### config.mk
export PLATFORM = sky130hd
export DESIGN_NAME = demux_1t2_buf
export DESIGN_NICKNAME = d
export VERILOG_FILES = /design/src/rtl/demux_pkg.sv /design/src/rtl/lane_fifo2.sv /design/src/rtl/demux_1t2_buf.sv
export SDC_FILE = /design/constraint.sdc
export NUM_CORES = 1
export LEC_CHECK = 0
export ABC_AREA = 1
export CAP_MARGIN = 10
export CORE_ASPECT_RATIO = 0.5
export CORE_UTILIZATION = 50
export DETAILED_ROUTE_END_ITERATION = 10
export GPL_ROUTABILITY_DRIVEN = 0
export GPL_TIMING_DRIVEN = 0
export HOLD_SLACK_MARGIN = 0.08
export PLACE_DENSITY = 0.69
export SYNTH_ARGS = -nofsm -noshare
export SYNTH_HDL_FRONTEND = slang
export SYNTH_SLANG_ARGS = --single-unit
export TNS_END_PERCENT = 10
### constraint.sdc
create_clock -name CLK -period 1.95 [get_ports CLK]
set_input_delay 0.2925 -clock CLK [delete_from_list [all_inputs] [get_ports CLK]]
set_output_delay 0.2925 -clock CLK [all_outputs]
set_load 0.01 [all_outputs]
### src/rtl/demux_pkg.sv
// Shared types for the 1-to-2 buffered stream demultiplexer.
// A lane's state encoding equals its occupancy, so the two convert by a plain cast.
package demux_pkg;
    localparam int LANE_DEPTH = 2;

    typedef logic [1:0] occ_t;

    typedef enum logic [1:0] {
        EMPTY = 2'd0,
        HALF  = 2'd1,
        FULL  = 2'd2
    } lane_state_t;
endpackage

### src/rtl/lane_fifo2.sv
// One 2-entry output lane: registered head data and valid, async active-low reset.
// o_state exposes the lane FSM (EMPTY/HALF/FULL) for steering and debug.
module lane_fifo2
    import demux_pkg::*;
#(
    parameter int n = 32
) (
    input  logic         i_clk,
    input  logic         i_rst_n,
    input  logic         i_push,
    input  logic [n-1:0] i_data,
    input  logic         i_ready,
    output logic         o_valid,
    output logic [n-1:0] o_data,
    output lane_state_t  o_state
);
    // Handshake: a beat leaves when o_valid & i_ready; i_push is only honoured
    // when the lane is not FULL, so a same-cycle pop never frees a slot early.

    logic [n-1:0] r_mem [LANE_DEPTH];
    logic         r_wptr;
    logic         r_rptr;
    logic         r_valid;
    logic [n-1:0] r_dout;
    lane_state_t  r_state;

    logic         w_push;
    logic         w_pop;
    occ_t         w_cnt;
    occ_t         w_cnt_next;
    lane_state_t  w_state_next;
    logic         w_rptr_next;
    logic [n-1:0] w_mem_next [LANE_DEPTH];

    always_comb begin
        w_push       = i_push & (r_state != FULL);
        w_pop        = i_ready & (r_state != EMPTY);
        w_cnt        = occ_t'(r_state);
        w_cnt_next   = w_cnt + occ_t'(w_push) - occ_t'(w_pop);
        w_state_next = lane_state_t'(w_cnt_next);
        w_rptr_next  = r_rptr ^ w_pop;
        w_mem_next   = r_mem;
        if (w_push) begin
            w_mem_next[r_wptr] = i_data;
        end
    end

    // The head register looks ahead at the post-update storage, so a beat
    // written this edge into the slot the read pointer lands on shows next cycle.
    always_ff @(posedge i_clk or negedge i_rst_n) begin
        if (!i_rst_n) begin
            for (int i = 0; i < LANE_DEPTH; i++) begin
                r_mem[i] <= '0;
            end
            r_wptr  <= 1'b0;
            r_rptr  <= 1'b0;
            r_valid <= 1'b0;
            r_dout  <= '0;
            r_state <= EMPTY;
        end else begin
            r_mem   <= w_mem_next;
            r_wptr  <= r_wptr ^ w_push;
            r_rptr  <= w_rptr_next;
            r_valid <= (w_state_next != EMPTY);
            r_dout  <= w_mem_next[w_rptr_next];
            r_state <= w_state_next;
        end
    end

    assign o_valid = r_valid;
    assign o_data  = r_dout;
    assign o_state = r_state;
endmodule

### src/rtl/demux_1t2_buf.sv
// Registered 1-to-2 stream demultiplexer: SEL steers each accepted beat into
// one of two independent 2-entry lanes.
module demux_1t2_buf
    import demux_pkg::*;
#(
    parameter int n = 32
) (
    input  logic         CLK,
    input  logic         RST_N,
    input  logic         IN_VALID,
    output logic         IN_READY,
    input  logic         SEL,
    input  logic [n-1:0] D_IN,
    output logic         OUT0_VALID,
    input  logic         OUT0_READY,
    output logic [n-1:0] D_OUT0,
    output logic         OUT1_VALID,
    input  logic         OUT1_READY,
    output logic [n-1:0] D_OUT1
);
    // IN_READY depends only on SEL and the selected lane's occupancy, never on
    // the consumers' READY; IN_VALID gates the push so an X on SEL while idle is harmless.

    lane_state_t w_state0;
    lane_state_t w_state1;
    logic        w_in_ready;
    logic        w_push0;
    logic        w_push1;

    always_comb begin
        w_in_ready = RST_N & (SEL ? (w_state1 != FULL) : (w_state0 != FULL));
        w_push0    = IN_VALID & w_in_ready & ~SEL;
        w_push1    = IN_VALID & w_in_ready & SEL;
    end

    assign IN_READY = w_in_ready;

    lane_fifo2 #(.n(n)) u_lane0 (
        .i_clk   (CLK),
        .i_rst_n (RST_N),
        .i_push  (w_push0),
        .i_data  (D_IN),
        .i_ready (OUT0_READY),
        .o_valid (OUT0_VALID),
        .o_data  (D_OUT0),
        .o_state (w_state0)
    );

    lane_fifo2 #(.n(n)) u_lane1 (
        .i_clk   (CLK),
        .i_rst_n (RST_N),
        .i_push  (w_push1),
        .i_data  (D_IN),
        .i_ready (OUT1_READY),
        .o_valid (OUT1_VALID),
        .o_data  (D_OUT1),
        .o_state (w_state1)
    );
endmodule

==> summary.md <==
| Metric | Value |
|---|---|
| Worst slew pin tran | `0.604 ns` |
| Hold WS | `~0.5 ns` |
| Vias in the first global route | `8314` |
| CTS clk-pin slew, worst paths | `0.07 ns` |
| Num ports | `approximately 110` |
| Die W | `200 um` |
| Status | `finished clean` |
| Flop2flop setup slack | `0.006 ns` |
| Met3 GRT Util | `3.48%` |
| Yosys top cell by area | `dfrtp_1` |
| Top FF cell, synth | `dfrtp_1` |
| Max Root-Sink Buffers | `3` |
| Diode count | `0` |
| Top cells by area in the synthesized netlist | `dfrtp_1 (52%), nand2_1 (7.6%), nand3_1 (6.1%)` |
| Via count | `8350` |
| Final hold vios | `0` |
| Sequential area share after synthesis | `51.6%` |
| CP Class | `register to register` |
| # rows | `35` |
| Ys Warns | `0` |
| Clock root buffer | `clkbuf_16` |
| First-pass GRT wire length | `43.6 mm` |
| Overflow after GRT | `0` |
| Adder-Cell Fraction of Synth Area | `0.511%` |
| Final HPWL DP | `17.8 mm` |
| Core area | `18800 um^2` |
| Final net count | `~1.3k` |
| Violation count after the first detailed-route iteration | `approximately 580` |
| Via-to-Cell Ratio | `5.35` |
| Largest family of logic cells by synthesized area | `simple AND/OR/NAND/NOR gates` |
| Max-slew violations | `0` |
| CP max-delay cell | `dfrtp_1` |
| Comb pwr share | `48.7%` |
| Die ar. | `20200 um^2` |
| Routed WL | `about 26 mm` |
| Worst-path cell chain | `buf_4 > o21ai_4 > inv_1 > ha_1 > inv_1 > ha_2 > xnor2_2 > xnor2_2 > or2_2` |
| Pwr dens | `between 1500 and 2000 nW/um^2` |
| XOR/XNOR share of the synthesized area | `0.792%` |
| GR Util met1 | `39.9%` |
| Kind of cell adding the most delay to the critical path | `adder cells` |
| Initial antenna violation count | `0` |
| Fin crit share | `99.7%` |
| IO buf count | `104` |
| HP Class | `register to register` |
| Syn Nets | `1189` |
| Switching share of power | `roughly two fifths` |
| Critical Path End Type | `register` |
| Mapped Cells | `1147` |
| Layout cells sized above 1 | `11.6%` |
| Post-synth EDFFs | `0` |
| TritonRoute pass-1 iters | `5` |
| RSZ-0062 raised after global routing | `yes` |
| Yosys cell types | `29` |
| Critical path fanouts, max | `2` |
| Crit path buf inv count | `3` |
| Post-route antenna net violation count | `0` |
| Max_cap viols | `0` |
| Design Power | `roughly 21 mW` |
| CTS tree | `yes` |
| Syn_area_per_cell | `8.54 um^2` |
| WP data required | `between 2 and 2.5 ns` |
| Initial Util | `52.1%` |
| Min Clock Period, post-route | `1.94 ns` |
| Sequential Power Share | `34.0%` |
| Grt met2 use | `between 40% and 50%` |
| P&R area growth vs syn | `24.0%` |
| Clock skew | `roughly 0.014 ns` |
| Hold endpoint | `u_lane1.r_mem[53]$_DFF_PN0_` |
| # setup viols final | `0` |
| Worst hold path depth | `2` |
| Pre-CTS WS | `-1.23 ns` |
| Die span in y | `101 um` |
| Clock tree sinks | `roughly 200` |
| Worst reg-to-reg path cell count | `9` |
| Post-layout util | `around 65%` |
| TNS Setup | `0 ns` |
| # DRC | `0` |
| Crit path launch type | `register` |
| R2r startpoint | `u_lane0.o_state[1]$_DFF_PN0_` |
| Simple-gate share of the synthesized area | `23.2%` |
| Gr busiest metal | `met2` |
| Seq cells post-synth | `between 200 and 250` |
| Worst skew pair latency | `0.50 ns` |
| Slew HR | `59.7%` |
| Peak supply drop | `789 uV` |
| CP peak stage delay | `0.38 ns` |
| Average wire per standard cell | `16.9 um` |
| Most common cell after layout, fill and taps aside | `dfrtp_1` |
| Largest net degree at the start of global routing | `53` |
| Commonest cells after routing, fill and taps aside | `dfrtp_1 (201), nand2_1 (197), inv_1 (138)` |
| Post-synth ARST share | `100%` |
| Post-synthesis mux area share | `3.37%` |
| R2R Path End | `u_lane0.o_valid$_DFF_PN0_` |
| Slack of the critical path | `0.00634 ns` |
| H-tree depth | `1` |
| Worst path arrival time | `2.32 ns` |
| Fmax | `514 MHz` |
| LEAKAGE | `5.83 nW` |
| Clock Power Share | `17.4%` |
| GRT Util Overall | `roughly 28%` |
| P_sw | `8.37 mW` |
| Post-synth top area share | `51.6%` |
| Total CTS buffers | `19` |
| Internal power | `12.6 mW` |
| Worst hold start | `u_lane1.r_mem[53]$_DFF_PN0_` |
| Cell Area, Synth | `9790 um^2` |
| Synth Area in Compound Gates | `10.4%` |
-- worst max-delay path by stage --
| stage | cells after the start | slack [ns] | end | start |
|---|---|---|---|---|
| 6_report | 9 | 0.006 | u_lane0.o_valid$_DFF_PN0_ | u_lane0.o_state[1]$_DFF_PN0_ |
| 4_1_cts | 8 | 0.004 | u_lane1.o_valid$_DFF_PN0_ | u_lane1.o_state[1]$_DFF_PN0_ |
| 3_5_place_dp | 10 | -1.23 | u_lane1.o_valid$_DFF_PN0_ | RST_N |
| 3_3_place_gp | 8 | -8.80 | u_lane0.o_valid$_DFF_PN0_ | RST_N |
| 2_1_floorplan | 11 | 0.18 | u_lane0.o_valid$_DFF_PN0_ | u_lane0.o_state[0]$_DFF_PN0_ |
| 5_1_grt | 9 | -0.05 | u_lane0.o_valid$_DFF_PN0_ | u_lane0.o_state[1]$_DFF_PN0_ |
-- state kept, by name (all words and copies together), names as in the netlist --
| register | count |
|---|---|
| u_lane0.o_state | 2 |
| u_lane0.r_mem | 64 |
| u_lane0.r_wptr | 1 |
| u_lane0.r_rptr | 1 |
| u_lane1.o_state | 2 |
| u_lane1.r_rptr | 1 |
| u_lane0.o_data | 32 |
| u_lane1.o_valid | 1 |
| u_lane1.o_data | 32 |
| u_lane0.o_valid | 1 |
| u_lane1.r_wptr | 1 |
| u_lane1.r_mem | 64 |
-- timing repair --
| item | 4_1_cts | 5_1_grt |
|---|---|---|
| hold buffers | 9 | 0 |
| resized for setup | 8 | 11 |
| pin swaps | 1 | 2 |
| buffers inserted | 4 | 3 |
| endpoints found under the hold margin | 150 | 0 |
| endpoints found under the setup margin | 154 | 24 |
| cloned | 2 | 0 |
-- power groups by stage --
stage / logic (mW) / clock network, mW / registers (mW)
floorplan: 6.00 / 0 / 7.38
finish: 10.2 / 3.64 / 7.13
CTS: 10.1 / 3.69 / 7.10
global placement: 9.65 / 0 / 7.11
global route: 11.4 / 3.87 / 7.34
detailed placement: 9.85 / 0 / 7.17
-- worst register-to-register path: stages, from the launching register on --
cell,delay [ns]
dfrtp_1,0.38
buf_4,0.16
o21ai_4,0.15
inv_1,0.06
ha_1,0.27
inv_1,0.04
ha_2,0.17
xnor2_2,0.15
xnor2_2,0.16
or2_2,0.29
-- layer usage --
metal	routed length, um	share of wire, %
met2	12200	46
met5	0	0
met3	1570	5.9
met4	420	1.6
met1	12300	46
-- cell families (layout without fill, tap and decap cells) --
logic type,after synthesis,in the layout
buffers and inverters,215,371
flip-flops,202,202
AND/OR/NAND/NOR,492,492
adder cells (fa/ha/maj),4,4
XOR/XNOR,8,8
multiplexers,33,33
AO/OA/AOI/OAI,193,193
-- layout make-up --
type / instances / area, um^2
clock inverters: 9 / 77.6
flip-flops and latches: 202 / 5060
fillers: 1539 / 6640
plain buffers: 71 / 455
repair buffers: 123 / 1380
multi-input cells: 730 / 3800
clock buffers: 25 / 518
inverters: 143 / 537
well taps: 259 / 324
-- Yosys cell counts (2+ instances only) --
library cell,number
nand3_1,119
xor2_1,3
nor2_1,94
o21ai_0,55
buf_6,11
ha_1,4
o21ai_2,15
xnor2_1,4
nand2_1,197
buf_1,2
nand3_2,11
inv_2,4
o21ai_1,29
dfrtp_1,202
or2_2,2
a21oi_1,94
mux2i_1,33
buf_4,13
buf_2,36
and2_1,64
clkbuf_1,9
inv_1,139
-- stage by stage --
step                area, um^2  instances
detailed placement       11200       1511
CTS                      12100       1559
global placement         11200       1510
finish                   12100       1562
floorplan                 9790       1147
global route             12100       1562
Power figures use the tool's default switching activity.
